==> src/rtl/sm4_pkg.sv <==
// Shared definitions for the SM4 CBC sequencer: block width, FSM states,
// mode encoding and the standard SM4 single-block test vector.
package sm4_pkg;

   localparam int SM4_BLK_W = 128;

   localparam logic SM4_ENC = 1'b0;
   localparam logic SM4_DEC = 1'b1;

   typedef enum logic [2:0] {
      ST_IDLE,
      ST_KEYLOAD,
      ST_KEYWAIT,
      ST_ACCEPT,
      ST_ISSUE,
      ST_WAIT,
      ST_OUTPUT
   } cbc_state_t;

   localparam logic [SM4_BLK_W-1:0] SM4_TV_KEY = 128'h0123456789abcdeffedcba9876543210;
   localparam logic [SM4_BLK_W-1:0] SM4_TV_PT  = 128'h0123456789abcdeffedcba9876543210;
   localparam logic [SM4_BLK_W-1:0] SM4_TV_CT  = 128'h681edf34d206965e86b3e94f536e4246;

endpackage

==> src/rtl/sm4_cbc_datapath.sv <==
// CBC chaining datapath: chain register, raw-input latch and the XOR muxing
// around the block cipher, sequenced by strobes from the control FSM.
module sm4_cbc_datapath
   import sm4_pkg::*;
(
   input  logic                 clk,
   input  logic                 reset_n,
   input  logic                 mode,
   input  logic                 load_iv,
   input  logic [SM4_BLK_W-1:0] iv,
   input  logic                 accept,
   input  logic [SM4_BLK_W-1:0] din,
   input  logic                 din_last,
   input  logic                 capture,
   input  logic [SM4_BLK_W-1:0] result,
   output logic [SM4_BLK_W-1:0] core_in,
   output logic [SM4_BLK_W-1:0] dout,
   output logic                 dout_last
);

   logic [SM4_BLK_W-1:0] chain;
   logic [SM4_BLK_W-1:0] raw;

   // Decrypt chains on the ciphertext that went in, encrypt on what came out.
   always_ff @(posedge clk) begin
      if (!reset_n) begin
         chain <= '0;
      end else if (load_iv) begin
         chain <= iv;
      end else if (capture) begin
         chain <= (mode == SM4_DEC) ? raw : result;
      end
   end

   always_ff @(posedge clk) begin
      if (accept) begin
         core_in   <= (mode == SM4_DEC) ? din : (din ^ chain);
         raw       <= din;
         dout_last <= din_last;
      end
      if (capture) begin
         dout <= (mode == SM4_DEC) ? (result ^ chain) : result;
      end
   end

endmodule

==> src/rtl/sm4_cbc_ctrl.sv <==
// CBC-mode sequencer around sm4_top: key expansion, one block in flight,
// rising-edge result capture and a timeout on every core wait.
module sm4_cbc_ctrl
   import sm4_pkg::*;
#(
   parameter int TIMEOUT_CYCLES = 1024
) (
   input  logic                 clk,
   input  logic                 reset_n,
   input  logic                 start_in,
   input  logic                 mode_in,
   input  logic [SM4_BLK_W-1:0] key_in,
   input  logic [SM4_BLK_W-1:0] iv_in,
   input  logic                 din_valid_in,
   output logic                 din_ready_out,
   input  logic [SM4_BLK_W-1:0] din_in,
   input  logic                 din_last_in,
   output logic                 dout_valid_out,
   input  logic                 dout_ready_in,
   output logic [SM4_BLK_W-1:0] dout_out,
   output logic                 dout_last_out,
   output logic                 busy_out,
   output logic                 error_out,
   output logic                 core_sm4_enable_out,
   output logic                 core_encdec_enable_out,
   output logic                 core_encdec_sel_out,
   output logic                 core_enable_key_exp_out,
   output logic                 core_user_key_valid_out,
   output logic                 core_valid_out,
   output logic [SM4_BLK_W-1:0] core_user_key_out,
   output logic [SM4_BLK_W-1:0] core_data_out,
   input  logic                 core_ready_in,
   input  logic                 core_key_exp_ready_in,
   input  logic [SM4_BLK_W-1:0] core_result_in
);

   localparam int CNT_W = $clog2(TIMEOUT_CYCLES + 1);

   cbc_state_t           state, state_next;
   logic                 mode_q;
   logic [SM4_BLK_W-1:0] key_q;
   logic [CNT_W-1:0]     cnt;
   logic                 rdy_q;
   logic                 load_iv, accept, capture, tmo, cnt_hit;
   logic [SM4_BLK_W-1:0] core_in_q, dout_q;
   logic                 last_q;

   assign cnt_hit  = (cnt == CNT_W'(TIMEOUT_CYCLES - 1));
   assign busy_out = (state != ST_IDLE);

   always_ff @(posedge clk) begin
      if (!reset_n) begin
         state     <= ST_IDLE;
         mode_q    <= 1'b0;
         key_q     <= '0;
         error_out <= 1'b0;
         cnt       <= '0;
         rdy_q     <= 1'b0;
      end else begin
         state <= state_next;
         rdy_q <= core_ready_in;
         if (load_iv) begin
            mode_q    <= mode_in;
            key_q     <= key_in;
            error_out <= 1'b0;
         end else if (tmo) begin
            error_out <= 1'b1;
         end
         // Counter restarts on every state change so each wait gets a full budget.
         if (state != state_next) begin
            cnt <= '0;
         end else if (state == ST_KEYWAIT || state == ST_WAIT) begin
            cnt <= cnt + 1'b1;
         end
      end
   end

   always_comb begin
      state_next              = state;
      load_iv                 = 1'b0;
      accept                  = 1'b0;
      capture                 = 1'b0;
      tmo                     = 1'b0;
      din_ready_out           = 1'b0;
      dout_valid_out          = 1'b0;
      dout_out                = '0;
      dout_last_out           = 1'b0;
      core_sm4_enable_out     = (state != ST_IDLE);
      core_encdec_sel_out     = (state != ST_IDLE) && mode_q;
      core_encdec_enable_out  = 1'b0;
      core_enable_key_exp_out = 1'b0;
      core_user_key_valid_out = 1'b0;
      core_valid_out          = 1'b0;
      core_user_key_out       = '0;
      core_data_out           = '0;
      case (state)
         ST_IDLE: begin
            if (start_in) begin
               load_iv    = 1'b1;
               state_next = ST_KEYLOAD;
            end
         end
         ST_KEYLOAD: begin
            core_enable_key_exp_out = 1'b1;
            core_user_key_valid_out = 1'b1;
            core_user_key_out       = key_q;
            state_next              = ST_KEYWAIT;
         end
         ST_KEYWAIT: begin
            core_enable_key_exp_out = 1'b1;
            if (core_key_exp_ready_in) begin
               state_next = ST_ACCEPT;
            end else if (cnt_hit) begin
               tmo        = 1'b1;
               state_next = ST_IDLE;
            end
         end
         ST_ACCEPT: begin
            core_encdec_enable_out = 1'b1;
            din_ready_out          = 1'b1;
            if (din_valid_in) begin
               accept     = 1'b1;
               state_next = ST_ISSUE;
            end
         end
         ST_ISSUE: begin
            core_encdec_enable_out = 1'b1;
            core_valid_out         = 1'b1;
            core_data_out          = core_in_q;
            state_next             = ST_WAIT;
         end
         ST_WAIT: begin
            core_encdec_enable_out = 1'b1;
            // A ready level left over from the previous block is not a new result.
            if (core_ready_in && !rdy_q) begin
               capture    = 1'b1;
               state_next = ST_OUTPUT;
            end else if (cnt_hit) begin
               tmo        = 1'b1;
               state_next = ST_IDLE;
            end
         end
         ST_OUTPUT: begin
            core_encdec_enable_out = 1'b1;
            dout_valid_out         = 1'b1;
            dout_out               = dout_q;
            dout_last_out          = last_q;
            if (dout_ready_in) begin
               state_next = last_q ? ST_IDLE : ST_ACCEPT;
            end
         end
         default: state_next = ST_IDLE;
      endcase
   end

   sm4_cbc_datapath u_datapath (
      .clk       (clk),
      .reset_n   (reset_n),
      .mode      (mode_q),
      .load_iv   (load_iv),
      .iv        (iv_in),
      .accept    (accept),
      .din       (din_in),
      .din_last  (din_last_in),
      .capture   (capture),
      .result    (core_result_in),
      .core_in   (core_in_q),
      .dout      (dout_q),
      .dout_last (last_q)
   );

endmodule

==> config.mk <==
export PLATFORM = sky130hd
export DESIGN_NAME = sm4_cbc_ctrl
export DESIGN_NICKNAME = d
export VERILOG_FILES = /design/src/rtl/sm4_pkg.sv /design/src/rtl/sm4_cbc_datapath.sv /design/src/rtl/sm4_cbc_ctrl.sv
export SDC_FILE = /design/constraint.sdc
export NUM_CORES = 1
export LEC_CHECK = 0
export CAP_MARGIN = 25
export CORE_AREA = 2 2 354 356
export CTS_BUF_LIST = sky130_fd_sc_hd__clkbuf_16
export CTS_CLUSTER_DIAMETER = 30
export DETAILED_ROUTE_END_ITERATION = 12
export DIE_AREA = 0 0 356 358
export RECOVER_POWER = 100
export SYNTH_ARGS = -nofsm -noshare
export SYNTH_HDL_FRONTEND = slang
export SYNTH_SLANG_ARGS = --single-unit
==> constraint.sdc <==
create_clock -name clk -period 20.4 [get_ports clk]
set_input_delay 3.06 -clock clk [delete_from_list [all_inputs] [get_ports clk]]
set_output_delay 3.06 -clock clk [all_outputs]
set_load 0.02 [all_outputs]
==> flow_summary.json <==
{
  "synthCells": 2899,
  "crit_path_cell_trace": "dlygate4sd3_1, and2_0, clkbuf_1, clkbuf_1, clkbuf_1",
  "final.min_clock_period_ns": 13.08,
  "crit_type": "input port to flop",
  "finalSetupViolCount": 0,
  "cp_max_fo": 65,
  "worstSetupStartpointType": "input port",
  "fin_setup_tns_ns": 0,
  "r2r_cells": 8,
  "violations": "capacitance limit, slew limit",
  "hpwl_um": 76300,
  "p_sw_frac": 0.254,
  "clockRootBuffer": "clkbuf_16",
  "cts_buffers": 184,
  "place.gp.congestion": 0.874,
  "p_int_mw": 3.88,
  "num-fill-cells": 12100,
  "cts_resized": 0,
  "combPwrFrac": 0.125,
  "synth_adder_area_share": 0.000408,
  "drtAntennaViolNets": 0,
  "final_common_cell": "nand2_1",
  "final_cell_mix": "650 x nand2_1, 490 x clkdlybuf4s50_1, 424 x dlygate4sd3_1",
  "track_usage": 0.168,
  "synth-seq-cells": 658,
  "ir_worst_vdd_mv": 0.0755,
  "crit_family": "buffers and inverters",
  "synth_compound_area_frac": 0.0995,
  "max_freq_ghz": 0.0765,
  "grt_pass1_vias": 24400,
  "coreArea_um2": 123000,
  "async_reset_ff_frac": 0,
  "crit_path_end_kind": "flop",
  "cap_violations": 22,
  "critPathMostFrequentCell": "clkbuf_1",
  "clkTransAtPathRegs_ns": 0.04,
  "clkLatencyLatePin_ns": 0.77,
  "die_x_um": 356,
  "synth.avg_cell_area_um2": 10.6,
  "route.detailed.drc": 0,
  "power.density_nw_per_um2": 109,
  "pwr-share-clk": 0.573,
  "dr_total_vias": 24700,
  "cpMaxStageDelayCell": "clkbuf_1",
  "drt_iter0_markers": 1630,
  "power_switching_mw": 1.32,
  "area.sequential_um2": 17000,
  "ys_types": 44,
  "final_max_slew_viol_count": 1542,
  "htreeDepth": 4,
  "dieArea_um2": 127000,
  "boundaryPins": 916,
  "required_ns": 20.65,
  "cp.arrival_ns": 13.33,
  "portBuffers": 915,
  "area.growth.synth_to_final_pct": 55.6,
  "synth_nets": 3421,
  "seq_area_frac_synth": 0.556,
  "syn_area_um2": 30600,
  "path_depth": 5,
  "numClockSinks": 658,
  "multi_input_area_um2": 12600,
  "initial_core_util": 0.248,
  "routedWlPerCell_um": 19.9,
  "clock_skew_ns": 0.0499,
  "rows": 129,
  "muxShareOfSynthArea": 0.0421,
  "outcome": "finished with violations",
  "synth_ff_type": "edfxtp_1",
  "synth-simple-area-share": 0.194,
  "ys_warn_count": 0,
  "worstHoldPathCells": 2,
  "rsz0062_at_grt": "false",
  "synth-edff-count": 385,
  "grt_start_max_net_pins": 178,
  "cpPeakStageDelay_ns": 2.86,
  "p_leak_nw": 17.2,
  "overflow": 0,
  "synth_top_family_by_area": "simple AND/OR/NAND/NOR gates",
  "drive_gt1_frac": 0.0771,
  "relSlewSlack": -4.96,
  "cts_tree": "built",
  "worst_pin_slew_ns": 8.94,
  "final_util": 0.386,
  "hold_ws_ns": 0.452,
  "die_h_um": 358,
  "wl_um": 112000,
  "vias_per_cell": 4.39,
  "antenna_found_initial": 67,
  "period_share": 0.641,
  "synthXorXnorAreaFrac": 0.0763,
  "fin_nets": 4329,
  "p_seq_frac": 0.302,
  "path_buf_inv": 4,
  "cts_setup_buffers": 0,
  "drtPass1Iterations": 5,
  "holdBufCountCts": 0,
  "hold_viol": 0,
  "cts_buffer_depth": 3,
  "grt_first_pass_wirelength_um": 160000,
  "hp-class": "flop to flop"
}
-- logic make-up (layout without fill, tap and decap cells) --
group | after synthesis | after routing
buf+inv | 225 | 1293
flops | 658 | 658
mux | 129 | 129
xor+xnor | 267 | 267
other cells | 0 | 33
compound gates | 405 | 405
simple gates | 1214 | 1214
fa+ha+maj | 1 | 1
-- area by class of cell --
| cell class | count | share of cell area |
|---|---|---|
| Clock inverter | 160 | 0.0394 |
| Clock buffer | 186 | 0.0977 |
| Inverter | 5 | 0.000394 |
| Tap cell | 1637 | 0.0430 |
| Antenna cell | 33 | 0.00173 |
| Timing Repair Buffer | 942 | 0.195 |
| Sequential cell | 658 | 0.357 |
| Multi-Input combinational cell | 2016 | 0.265 |
-- synthesized netlist by cell type (all sizes together), types with 16 or more instances --
cell | n | area [µm²]
nand2 | 651 | 2440
edfxtp | 385 | 11600
dfxtp | 273 | 5470
xnor2 | 264 | 2310
and2 | 261 | 1630
a21boi | 257 | 1930
clkbuf | 146 | 548
and3 | 131 | 820
nand2b | 130 | 813
mux2i | 129 | 1290
o211ai | 128 | 961
buf | 74 | 393
nor3 | 16 | 105
-- stage by stage --
stage          power [mW]  area [µm²]  setup slack [ns]  cells
2_1_floorplan        1.98       30600             10.87   2899
3_3_place_gp         2.25       41200             13.46   5257
3_5_place_dp         2.26       41200             13.46   5257
4_1_cts              5.27       47700             13.01   5603
5_1_grt              5.39       47600              6.43   5626
6_report             5.20       47700              7.32   5637
-- power by group through the flow --
stage / Sequential (mW) / Clock [mW] / Combinational [mW]
6_report: 1.57 / 2.98 / 0.648
5_1_grt: 1.58 / 3.10 / 0.708
4_1_cts: 1.57 / 3.03 / 0.671
3_5_place_dp: 1.59 / 0 / 0.667
3_3_place_gp: 1.59 / 0 / 0.661
2_1_floorplan: 1.57 / 0 / 0.401
-- layer usage --
| metal | wire length [µm] | part of all wire | vias up | global-route usage |
|---|---|---|---|---|
| li1 | - | - | 11800 | - |
| met5 | 230 | 0.0021 | - | 0 |
| met4 | 3140 | 0.028 | 34 | 0.0633 |
| met2 | 54400 | 0.48 | 976 | 0.278 |
| met1 | 44100 | 0.39 | 11700 | 0.194 |
| met3 | 10300 | 0.092 | 235 | 0.0667 |
-- registers in the layout, indices dropped and copies added (netlist names) --
register	cells
mode_q	1
state	3
cnt	11
u_datapath.core_in	128
u_datapath.dout	128
error_out	1
key_q	128
u_datapath.dout_last	1
u_datapath.chain	128
rdy_q	1
u_datapath.raw	128
-- worst reg2reg max path, delay by kind of cell, from the launching register on --
| family | cells | cell delay (ns) |
|---|---|---|
| buf+inv | 4 | 9.19 |
| flops | 1 | 2.08 |
| compound gates | 2 | 0.38 |
| mux | 1 | 0.27 |
| simple gates | 1 | 0.07 |
-- worst paths after layout --
check                           to  slack, ns    startpoint
max             u_datapath.raw[54]       7.32  din_valid_in
min                      key_q[54]       0.45     key_q[54]
max reg2reg  u_datapath.chain[115]       8.26        mode_q
min reg2reg              key_q[54]       0.45     key_q[54]
No activity file was read; power rests on OpenSTA's default activity.
